--- config.mk ---
export PLATFORM = sky130hd
export DESIGN_NAME = bcd_display_sequencer
export DESIGN_NICKNAME = d
export VERILOG_FILES = /design/src/rtl/bcd_display_sequencer.sv
export SDC_FILE = /design/constraint.sdc
export NUM_CORES = 1
export LEC_CHECK = 0
export CORE_ASPECT_RATIO = 0.5
export CORE_UTILIZATION = 51
export DETAILED_ROUTE_END_ITERATION = 7
export GPL_ROUTABILITY_DRIVEN = 0
export HOLD_SLACK_MARGIN = 0.06
export PLACE_DENSITY = 0.76
export SETUP_SLACK_MARGIN = 0.5
export SLEW_MARGIN = 10
export SYNTH_ARGS = -nofsm -noshare
export SYNTH_HDL_FRONTEND = slang
export SYNTH_SLANG_ARGS = --single-unit
--- constraint.sdc ---
create_clock -name clk -period 3.1 [get_ports clk]
set_clock_uncertainty 0.15 [all_clocks]
set_input_delay 0.465 -clock clk [delete_from_list [all_inputs] [get_ports clk]]
set_output_delay 0.465 -clock clk [all_outputs]
set_load 0.005 [all_outputs]
--- src/rtl/bcd_display_sequencer.sv ---
// Sequential double-dabble binary-to-BCD converter with a multiplexed 7-segment scanner.
// Optional: define LEADING_ZERO_BLANK_EN to blank leading zero digits (digit 0 always shown).
module bcd_display_sequencer #(
    parameter int unsigned DATA_W   = 16,
    parameter int unsigned DIGITS   = 5,
    parameter int unsigned SCAN_DIV = 50000
) (
    input  logic                  clk,
    input  logic                  reset,
    input  logic                  start_i,
    input  logic [DATA_W-1:0]     data_i,
    output logic                  busy_o,
    output logic                  done_o,
    output logic [4*DIGITS-1:0]   bcd_o,
    output logic [6:0]            seg_o,
    output logic [DIGITS-1:0]     an_o
);

    localparam int unsigned BW = 4 * DIGITS;
    localparam int unsigned CW = $clog2(DATA_W + 1);
    localparam int unsigned PW = (SCAN_DIV > 1) ? $clog2(SCAN_DIV) : 1;
    localparam int unsigned IW = (DIGITS > 1) ? $clog2(DIGITS) : 1;

    typedef enum logic [1:0] {StIdle, StConv, StDone} state_e;

    state_e             r_state, w_state_next;
    logic [DATA_W-1:0]  r_shreg, w_shreg_next;
    logic [BW-1:0]      r_acc, w_acc_next, w_acc_adj;
    logic [CW-1:0]      r_cnt, w_cnt_next;
    logic [BW-1:0]      r_bcd, w_bcd_next;
    logic               r_done, w_done_next;

    always_ff @(posedge clk) begin
        if (!reset) begin
            r_state <= StIdle;
            r_shreg <= '0;
            r_acc   <= '0;
            r_cnt   <= '0;
            r_bcd   <= '0;
            r_done  <= 1'b0;
        end else begin
            r_state <= w_state_next;
            r_shreg <= w_shreg_next;
            r_acc   <= w_acc_next;
            r_cnt   <= w_cnt_next;
            r_bcd   <= w_bcd_next;
            r_done  <= w_done_next;
        end
    end

    always_comb begin
        w_acc_adj = r_acc;
        for (int d = 0; d < DIGITS; d++) begin
            if (r_acc[4*d +: 4] >= 4'd5) begin
                w_acc_adj[4*d +: 4] = r_acc[4*d +: 4] + 4'd3;
            end
        end
    end

    always_comb begin
        w_state_next = r_state;
        w_shreg_next = r_shreg;
        w_acc_next   = r_acc;
        w_cnt_next   = r_cnt;
        w_bcd_next   = r_bcd;
        w_done_next  = 1'b0;
        case (r_state)
            StIdle: begin
                if (start_i) begin
                    w_shreg_next = data_i;
                    w_acc_next   = '0;
                    w_cnt_next   = CW'(DATA_W);
                    w_state_next = StConv;
                end
            end
            StConv: begin
                {w_acc_next, w_shreg_next} = {w_acc_adj, r_shreg} << 1;
                w_cnt_next = r_cnt - CW'(1);
                if (r_cnt == CW'(1)) begin
                    w_state_next = StDone;
                end
            end
            StDone: begin
                w_bcd_next   = r_acc;
                w_done_next  = 1'b1;
                w_state_next = StIdle;
            end
            default: w_state_next = StIdle;
        endcase
    end

    assign busy_o = (r_state == StConv);
    assign done_o = r_done;
    assign bcd_o  = r_bcd;

    function automatic logic [6:0] seg_decode(input logic [3:0] n);
        case (n)
            4'd0:    seg_decode = 7'h40;
            4'd1:    seg_decode = 7'h79;
            4'd2:    seg_decode = 7'h24;
            4'd3:    seg_decode = 7'h30;
            4'd4:    seg_decode = 7'h19;
            4'd5:    seg_decode = 7'h12;
            4'd6:    seg_decode = 7'h02;
            4'd7:    seg_decode = 7'h78;
            4'd8:    seg_decode = 7'h00;
            4'd9:    seg_decode = 7'h10;
            default: seg_decode = 7'h7F;
        endcase
    endfunction

    logic [PW-1:0]     r_presc, w_presc_next;
    logic [IW-1:0]     r_idx, w_idx_next;
    logic              r_lit, w_lit_next, w_wrap, w_blank;
    logic [3:0]        w_digit;
    logic [DIGITS-1:0] r_an, w_an_next;
    logic [6:0]        r_seg, w_seg_next;

    always_ff @(posedge clk) begin
        if (!reset) begin
            r_presc <= '0;
            r_idx   <= '0;
            r_lit   <= 1'b0;
            r_an    <= '1;
            r_seg   <= 7'h7F;
        end else begin
            r_presc <= w_presc_next;
            r_idx   <= w_idx_next;
            r_lit   <= w_lit_next;
            r_an    <= w_an_next;
            r_seg   <= w_seg_next;
        end
    end

    // The first wrap only lights digit 0; later wraps advance the index.
    always_comb begin
        w_wrap       = (r_presc == PW'(SCAN_DIV - 1));
        w_presc_next = w_wrap ? '0 : r_presc + PW'(1);
        w_lit_next   = r_lit | w_wrap;
        w_idx_next   = r_idx;
        if (w_wrap && r_lit) begin
            w_idx_next = (r_idx == IW'(DIGITS - 1)) ? '0 : r_idx + IW'(1);
        end
        w_digit = 4'd0;
        w_blank = 1'b0;
        for (int d = 0; d < DIGITS; d++) begin
            if (w_idx_next == IW'(d)) begin
                w_digit = r_bcd[4*d +: 4];
            end
        end
`ifdef LEADING_ZERO_BLANK_EN
        w_blank = (w_idx_next != '0);
        for (int d = 0; d < DIGITS; d++) begin
            if ((IW'(d) >= w_idx_next) && (r_bcd[4*d +: 4] != 4'd0)) begin
                w_blank = 1'b0;
            end
        end
`endif
        w_an_next  = w_lit_next ? ~(DIGITS'(1) << w_idx_next) : '1;
        w_seg_next = (w_lit_next && !w_blank) ? seg_decode(w_digit) : 7'h7F;
    end

    assign an_o  = r_an;
    assign seg_o = r_seg;

endmodule

# [After elaboration in Yosys (flattened, before gate mapping)]
# Memory sizes are Yosys's and may differ from the RTL's. A register that Yosys moved wholly into a read port is not among the register bits.
# Cells that the tools add are included.
# Widths: inputs -> output; s select.
[totals] regBits=89 latch_bits=0 ramBits=0 mem_bits_ro=112 inputBits=19 out_inout_bits=34 n_memories=1
[classes] add_sub_neg=8 n_mul=0 div_mod_pow=0 order_cmp=5 n_eq_ne=11 n_shift=1 mux=22 bitwise_logic=3 reduce_logical=9
[memory_table] memory="(no name shown)" words=16 width=7 rd=1 rd_clocked_by_memory_dff=1 write_ports=0 line="97" source="case (n)"
[op_table] cell="$pmux 20 s2" count=1
[op_table] cell="$mux 4" count=9
[op_table] cell="$pmux 16 s2" count=1
[op_table] cell="$ge 4x3->1 const B" count=5
[op_table] cell="$mux 20" count=1
[op_table] cell="$add 16x1->16 const B" count=1
[op_table] cell="$add 4x2->4 const B" count=4
[op_table] cell="$eq 16x16->1 const B" count=1
[op_table] cell="$mux 16" count=1
[op_table] cell="$pmux 5 s2" count=1
[op_table] cell="$mux 3" count=3
[op_table] cell="$eq 3x2->1 const B" count=2
[op_table] cell="$eq 3x3->1 const B" count=2
[op_table] cell="$reduce_and 2->1" count=3
[op_table] cell="$eq 5x1->1 const B" count=1
[op_table] cell="$mux 5" count=1
[op_table] cell="$not 5->5" count=1
[op_table] cell="$shl 1x3->5 const A" count=1
[op_table] cell="$sub 5x1->5 const B" count=1
[op_table] cell="$mux 2" count=2
[op_table] cell="$pmux 2 s2" count=1
[op_table] cell="$add 3x1->3 const B" count=1
[op_table] cell="$add 3x2->3 const B" count=1
[op_table] cell="$eq 3x1->1 const B" count=1
[op_table] cell="13 further kinds" count=13

# [Longest topological paths before layout]
# Gate-level depths: netlist of run 1.
[logic_depth] depth_word=9 depth_mapped=13

# [Worst setup path after synthesis of run 1]
# No wires, ideal clock.
[synth_timing] path_type="register to register" start="register r_presc[11]" end="register r_seg[0] (netlist: seg_o[0])" arrival_ps=3206 t_required_ps=2887 path_slack_ps=-318 stages_incl_launch_ff=10 n_path_buf=1 period_less_slack_ps=3418 cell_sequence="dfxtp_1 > or4b_4 > nor4_4 > mux2i_1 > mux2i_1 > nor2_1 > o32a_1 > buf_6 > or4b_4 > nand3_1"
[synth_between] elab_chain_cells=9 word_cells_on_any_way=16 cone_classes="eq/ne (5); mux (6); bitwise (1); reduce/logical (4)"
[synth_lines] element="from (decl)" line="112" source="logic [PW-1:0] r_presc, w_presc_next;"
[synth_lines] element="from (signal assigned)" line="127" source="r_presc <= w_presc_next;"
[synth_lines] element="$eq 16x16->1 *" line="137" source="w_wrap = (r_presc == PW'(SCAN_DIV - 1));"
[synth_lines] element="$logic_and 1x1->1" line="141" source="if (w_wrap && r_lit) begin"
[synth_lines] element="$mux 3" line="141"
[synth_lines] element="$logic_not 3->1" line="147" source="if (w_idx_next == IW'(d)) begin"
[synth_lines] element="$mux 4 (5 in a row)" line="147"
[synth_lines] element="to (decl)" line="117" source="logic [6:0] r_seg, w_seg_next;"
# Mark *: on every way between the ends. The rest lies on a longest branch, timed or not.
# A chain may end at the register's enable or synchronous reset.

# [Worst setup path after layout of run 1]
[layout_timing] start="register r_presc[4]" end="register r_seg[3] (netlist: seg_o[3])"
# Same word-level chain as after synthesis.

==> flow_summary.ini, run 1 <==
[synth]
yosysUniqueCellTypes = 48
synthAdderAreaFrac_pct = 4.86
seq_area_frac_synth_pct = 41.5
ys_top_cells_by_area = dfxtp_1 41%, nand2_1 6.4%, ha_1 4.9%
synth_compound_area_share_pct = 20.2
avgSynthCellArea_sq_um = 8.32
syn_nets = 594
synthTopCellsByCount = 96 x dfxtp_1, 79 x nand2_1, 40 x nor2_1, 38 x o21ai_0, 37 x a21oi_1
synth_top_area_share_pct = 41.5
synth-simple-area-share_pct = 23.1
synthMuxAreaShare_pct = 1.51
async_flop_share_pct = 0
synth_area_leader_cell = dfxtp_1
synth_top_family_by_area = simple AND/OR/NAND/NOR gates
synth_most_common_cell = dfxtp_1
ys.flop_type = dfxtp_1
synthCells = 557
synth-xor-area-share_pct = 4.35
synth_warnings = 0
synth_edf_count = 0
netlist_area_sq_um = 4630
synth-seq-cells = 96

[clock_network]
holdBufCountCts = 0
insertion_delay_ns = 0.35
tritoncts = built
clk_pin_slew_ns = 0.06
cts_num_sinks = 96
cts_buffers = 9
cts.path.max_buffers = 2
h-tree-depth = 3
root_buffer = clkbuf_16

[grt]
overflow = 0
grt_pass1_vias = 3712
grt_pass1_wl_um = 17300
grt.total_usage_pct = 22.9
grt_antenna_before_repair = 0
grt_max_degree = 46

[sta]
rsz0062_at_grt = true
hold_viol = 0
setup_ws_ns = -0.146
fmax_ghz = 0.308
tightest_slew_ns = 0.744
slew_viol_final = 0
setup_viol = 6
fin_crit_ns = 3.25
period_share_pct = 105
maxSlewHeadroom_pct = 49.9

[setup_path]
crit_required_ns = 3.24
cpPeakStageDelay_ns = 0.58
critPathSlowestCell = or4b_4
path_cells = or4b_4 > nor4_4 > buf_4 > buf_6 > or4_1 > nand2_2 > and2_0 > o32a_1 > or4b_4 > nand3_1
critPathCaptureType = flip-flop
startpoint_type = flip-flop
worstPathArrival_ns = 3.38
critical_path_class = flip-flop to flip-flop
cp_max_fo = 5
path_common_cell = or4b_4

[floorplan]
initial_core_util_pct = 52.8
dieArea_sq_um = 9490
num_rows = 24
top_level_ports = 53
fp.dieW_um = 137
die_h_um = 69.4
core_sq_um = 8770

[detailed_routing]
postRouteAntennaNets = 0
drt_iter0_markers = 279
wl_per_cell_um = 13.6
drcViolationCount = 0
routed_wl_um = 10200
dr_total_vias = 4081
dr.pass1.iters = 6
viasPerCell = 5.44

[pwr]
cellLeakagePower_nw = 2.18
irDropWorstVdd_mv = 0.309
finalPower_w = 0.00260
powerDensity_nw_per_um2 = 445

[run]
cap_violations = 0

[placed_design]
dp_cells = 727
post-place-ws_ns = -0.138
numPortBuffers = 52
dpl.hpwl_um = 6850

[min_path]
min_path_type = flip-flop to flip-flop

[cells_and_area]
area_delta_synth_final_pct = 26.2
stdcell_count = 750
antenna_cells = 0
nets = 665
layout-drive-gt1-share_pct = 13.0

[run_status]
violations = setup timing
status = complete, but fails checks
## layer usage
metal	routed length, um	part of all wire, %	up-vias	global-route usage [%]
li1	-	-	2083	-
met1	4850	48	1896	29.8
met2	4780	47	87	36.9
met3	389	3.8	15	5.41
met4	173	1.7	0	8.67
met5	0	0	-	0
## sequential cells by signal, indices dropped and copies added, names as in the netlist
| name | count |
|---|---|
| r_idx | 3 |
| bcd_o | 20 |
| done_o | 1 |
| an_o | 5 |
| r_state | 2 |
| seg_o | 7 |
| r_acc | 20 |
| r_presc | 16 |
| r_cnt | 5 |
| r_shreg | 16 |
| r_lit | 1 |
## final cells by class
| type | count | area, sq um |
|---|---|---|
| timing repair buffer | 91 | 823 |
| clock buffer | 13 | 260 |
| inverter | 22 | 83.8 |
| clock inverter | 3 | 40.0 |
| multi-input combinational | 408 | 2570 |
| fill | 739 | 2920 |
| sequential | 96 | 1920 |
| tap | 117 | 146 |
## critical path, delay by kind of cell, from the launching register on
kind                   cells  cell delay (ns)
AOI/OAI and AO/OA          1             0.43
buffers and inverters      2             0.28
and+or+nand+nor            7             2.01
DFF                        1             0.32
## report_power, final
| part | switching [W] | internal (W) |
|---|---|---|
| Combinational | 0.000100 | 0.0000836 |
| Sequential | 0.0000286 | 0.00127 |
| Clock | 0.000454 | 0.000667 |
## logic make-up (layout without fill, tap and decap cells)
kind of cell / count (synthesis) / in the layout
AOI/OAI and AO/OA: 147 / 147
xor gates and xnor gates: 23 / 23
adders and majority gates: 18 / 18
buffers and inverters: 53 / 129
DFF: 96 / 96
muxes: 7 / 7
and+or+nand+nor: 213 / 213
## cells in the final DEF (no fill, tap or decap), types with 7 or more instances in the layout
| master | count |
|---|---|
| o21ai_0 | 35 |
| ha_1 | 17 |
| a21oi_1 | 35 |
| nand3_1 | 16 |
| clkdlybuf4s50_1 | 51 |
| clkbuf_16 | 9 |
| o221ai_1 | 15 |
| nand2_1 | 78 |
| o21ai_1 | 7 |
| nand2b_1 | 7 |
| dfxtp_1 | 94 |
| nor3_1 | 10 |
| nor2b_1 | 17 |
| a22oi_1 | 11 |
| a21boi_0 | 26 |
| xnor2_1 | 9 |
| buf_4 | 35 |
| xor2_1 | 14 |
| and3_1 | 7 |
| and2_1 | 8 |
| nor2_1 | 40 |
| inv_1 | 19 |
## what timing repair did
action / CTS / global route
buffers inserted: 2 / 5
cloned: 0 / 0
pin swaps: 9 / 8
endpoints found under the setup margin: 8 / 8
resized for setup: 5 / 15
## through the flow
stage                     util [%]  TNS [ns]  hold WS (ns)  area, sq um
final                         66.7    -0.496         0.292         5840
after floorplan                  -    -0.355         0.263         4660
after global routing          66.7     -1.29         0.328         5840
after CTS                     65.6    -0.506         0.296         5750
after global placement        61.8    -0.191         0.277         5420
after detailed placement      61.8    -0.454         0.287         5420
## final timing paths
check | start | to | slack (ns) | cells past startpoint
setup reg to reg | r_presc[4]$_SDFF_PP0_ | seg_o[3]$_SDFF_PN1_ | -0.15 | 10
hold reg to reg | r_presc[0]$_SDFF_PP0_ | r_presc[0]$_SDFF_PP0_ | 0.29 | 1
setup / recovery | r_presc[4]$_SDFF_PP0_ | seg_o[3]$_SDFF_PN1_ | -0.15 | 10
hold / removal | r_presc[0]$_SDFF_PP0_ | r_presc[0]$_SDFF_PP0_ | 0.29 | 1
Note: power is estimated with default switching activity, not from simulation.
==> inputs of run 2 (changes only) <==
--- a/config.mk
+++ b/config.mk
@@ -5,13 +5,12 @@
 export SDC_FILE = /design/constraint.sdc
 export NUM_CORES = 1
 export LEC_CHECK = 0
-export CORE_ASPECT_RATIO = 0.5
 export CORE_UTILIZATION = 51
 export DETAILED_ROUTE_END_ITERATION = 7
 export GPL_ROUTABILITY_DRIVEN = 0
 export HOLD_SLACK_MARGIN = 0.06
 export PLACE_DENSITY = 0.76
-export SETUP_SLACK_MARGIN = 0.5
+export SETUP_SLACK_MARGIN = 0.15
 export SLEW_MARGIN = 10
 export SYNTH_ARGS = -nofsm -noshare
 export SYNTH_HDL_FRONTEND = slang
==> run 2 against run 1 <==
  * Register-to-register slack worse by 0.07 ns
  * Total power down 8.9%
  * First-iteration DRC count is 42% lower
  * Flip-flop and latch count stayed put
  * Die area decreased by 0.25%
  * Fmax shrank 2.2%
  * The run still ends with setup timing left
  * Highest routed layer unchanged
  * Routed wire length up 12%
  * Global-route usage rose by 1.2 points
  * Clock power is 21% lower
  * Hold slack better by 0.017 ns
  * Worst setup slack got worse by 0.072 ns
==> flow_summary.ini, run 2 (synthesis gave the netlist of run 1 again) <==
[pwr]
cellLeakagePower_nw = 2.17
net-switching-power_w = 0.000569
p_sw_share_pct = 24.0
p_int_w = 0.00180
irDropWorstVdd_mv = 0.225
powerDensity_nw_per_um2 = 403
power_frac_comb_pct = 8.1
power_frac_clock_pct = 37.3
pwr-share-seq_pct = 54.7

[detailed_routing]
postRouteAntennaNets = 0
viasPerCell = 5.61
wl_per_cell_um = 15.3
routed_wl_um = 11400
drt_iter0_markers = 163
dr_total_vias = 4182
dr.pass1.iters = 5
drcViolationCount = 0

[run_status]
violations = setup timing
status = complete, but fails checks

[clock_network]
tritoncts = built
cts.path.max_buffers = 2
clk_pin_slew_ns = 0.09
cts_num_sinks = 96
root_buffer = clkbuf_8
insertion_delay_ns = 0.37
cts_buffers = 9
holdBufCountCts = 0
h-tree-depth = 3

[grt]
grtUsageMet3_pct = 3.09
grt_use_met1_pct = 30.2
grt_pass1_wl_um = 18700
top_usage_layer = met2
grt_antenna_before_repair = 0
met2_usage_pct = 41.1
grt_max_degree = 40
overflow = 0
grt.total_usage_pct = 24.1
grt_pass1_vias = 4057

[placed_design]
post-place-ws_ns = -0.181
dpl.hpwl_um = 7620
numPortBuffers = 52
dpl_cell_area_sq_um = 5420

[sta]
setup_viol = 9
period_share_pct = 107
maxSlewHeadroom_pct = 39.0
setup_ws_ns = -0.218
fin_crit_ns = 3.32
hold_viol = 0
rsz0062_at_grt = true
tightest_slew_ns = 0.905
slew_viol_final = 0
fmax_ghz = 0.301

[setup_path]
path_cells = or4b_4 > nor4_4 > mux2i_4 > mux2i_1 > nor2_1 > o32a_1 > buf_4 > nor3b_1 > o21ai_2
crit_family = simple AND/OR/NAND/NOR gates
critical_path_class = flip-flop to flip-flop
critPathCaptureType = flip-flop
cp_max_fo = 8
critPathSlowestCell = or4b_4
startpoint_type = flip-flop
cp.buffers_inverters = 1
worstPathArrival_ns = 3.41
crit_required_ns = 3.19
cpPeakStageDelay_ns = 0.57

[run]
cap_violations = 0

[cells_and_area]
layout-drive-gt1-share_pct = 15.0
stdcell_area_sq_um = 5880
nets = 671
final_cell_mix = 94 x dfxtp_1, 79 x nand2_1, 51 x clkdlybuf4s50_1, 40 x nor2_1, 35 x o21ai_0
final_common_cell = dfxtp_1
antenna_cells = 0
area_delta_synth_final_pct = 26.9

[floorplan]
fp.dieW_um = 97.3
core_sq_um = 8760
die_h_um = 97.3
num_rows = 34
dieArea_sq_um = 9470
top_level_ports = 53
initial_core_util_pct = 52.9

[min_path]
min_path_type = flip-flop to flip-flop
-- run 2: cell type report --
class	count	area, sq um
inverters	22	82.6
clock inverters	5	82.6
clock buffers	10	128
well taps	108	135
flip-flops and latches	96	1920
repair buffers	97	895
fillers	700	2880
multi-input cells	408	2630
-- run 2: timing repair --
action	CTS	global route
pin swaps	5	9
gates resized for setup	7	31
setup endpoints to repair	7	9
setup buffers	10	2
-- run 2: power groups by stage --
| stage | combinational, W | sequential [W] | clock, W |
|---|---|---|---|
| floorplan | 0.000129 | 0.00131 | 0 |
| finish | 0.000191 | 0.00130 | 0.000883 |
| detailed placement | 0.000190 | 0.00132 | 0 |
| global placement | 0.000181 | 0.00132 | 0 |
| global route | 0.000217 | 0.00130 | 0.000948 |
| CTS | 0.000190 | 0.00130 | 0.000893 |
-- run 2: worst paths after layout --
path / startpoint / endpoint / slack [ns] / cells past startpoint
worst min-delay path: r_presc[0]$_SDFF_PP0_ / r_presc[0]$_SDFF_PP0_ / 0.31 / 1
worst max-delay path: r_presc[5]$_SDFF_PP0_ / seg_o[5]$_SDFF_PN1_ / -0.22 / 9
worst max register to register: r_presc[5]$_SDFF_PP0_ / seg_o[5]$_SDFF_PN1_ / -0.22 / 9
worst min register to register: r_presc[0]$_SDFF_PP0_ / r_presc[0]$_SDFF_PP0_ / 0.31 / 1
-- run 2: through the flow --
stage	setup TNS [ns]	hold WS [ns]	util, %	power (W)	std cells
3_5_place_dp	-0.744	0.305	61.8	0.00151	719
3_3_place_gp	-0.114	0.274	61.8	0.00150	719
2_1_floorplan	-0.355	0.263	-	0.00144	557
5_1_grt	-2.09	0.352	67.1	0.00247	746
6_report	-1.11	0.309	67.1	0.00237	746
4_1_cts	-0.904	0.320	65.4	0.00238	744
-- run 2: metal layers --
metal / up-vias / wire (um)
li1: 2090 / -
met1: 1969 / 4950
met2: 96 / 5720
met3: 27 / 365
met5: - / 0
met4: 0 / 359
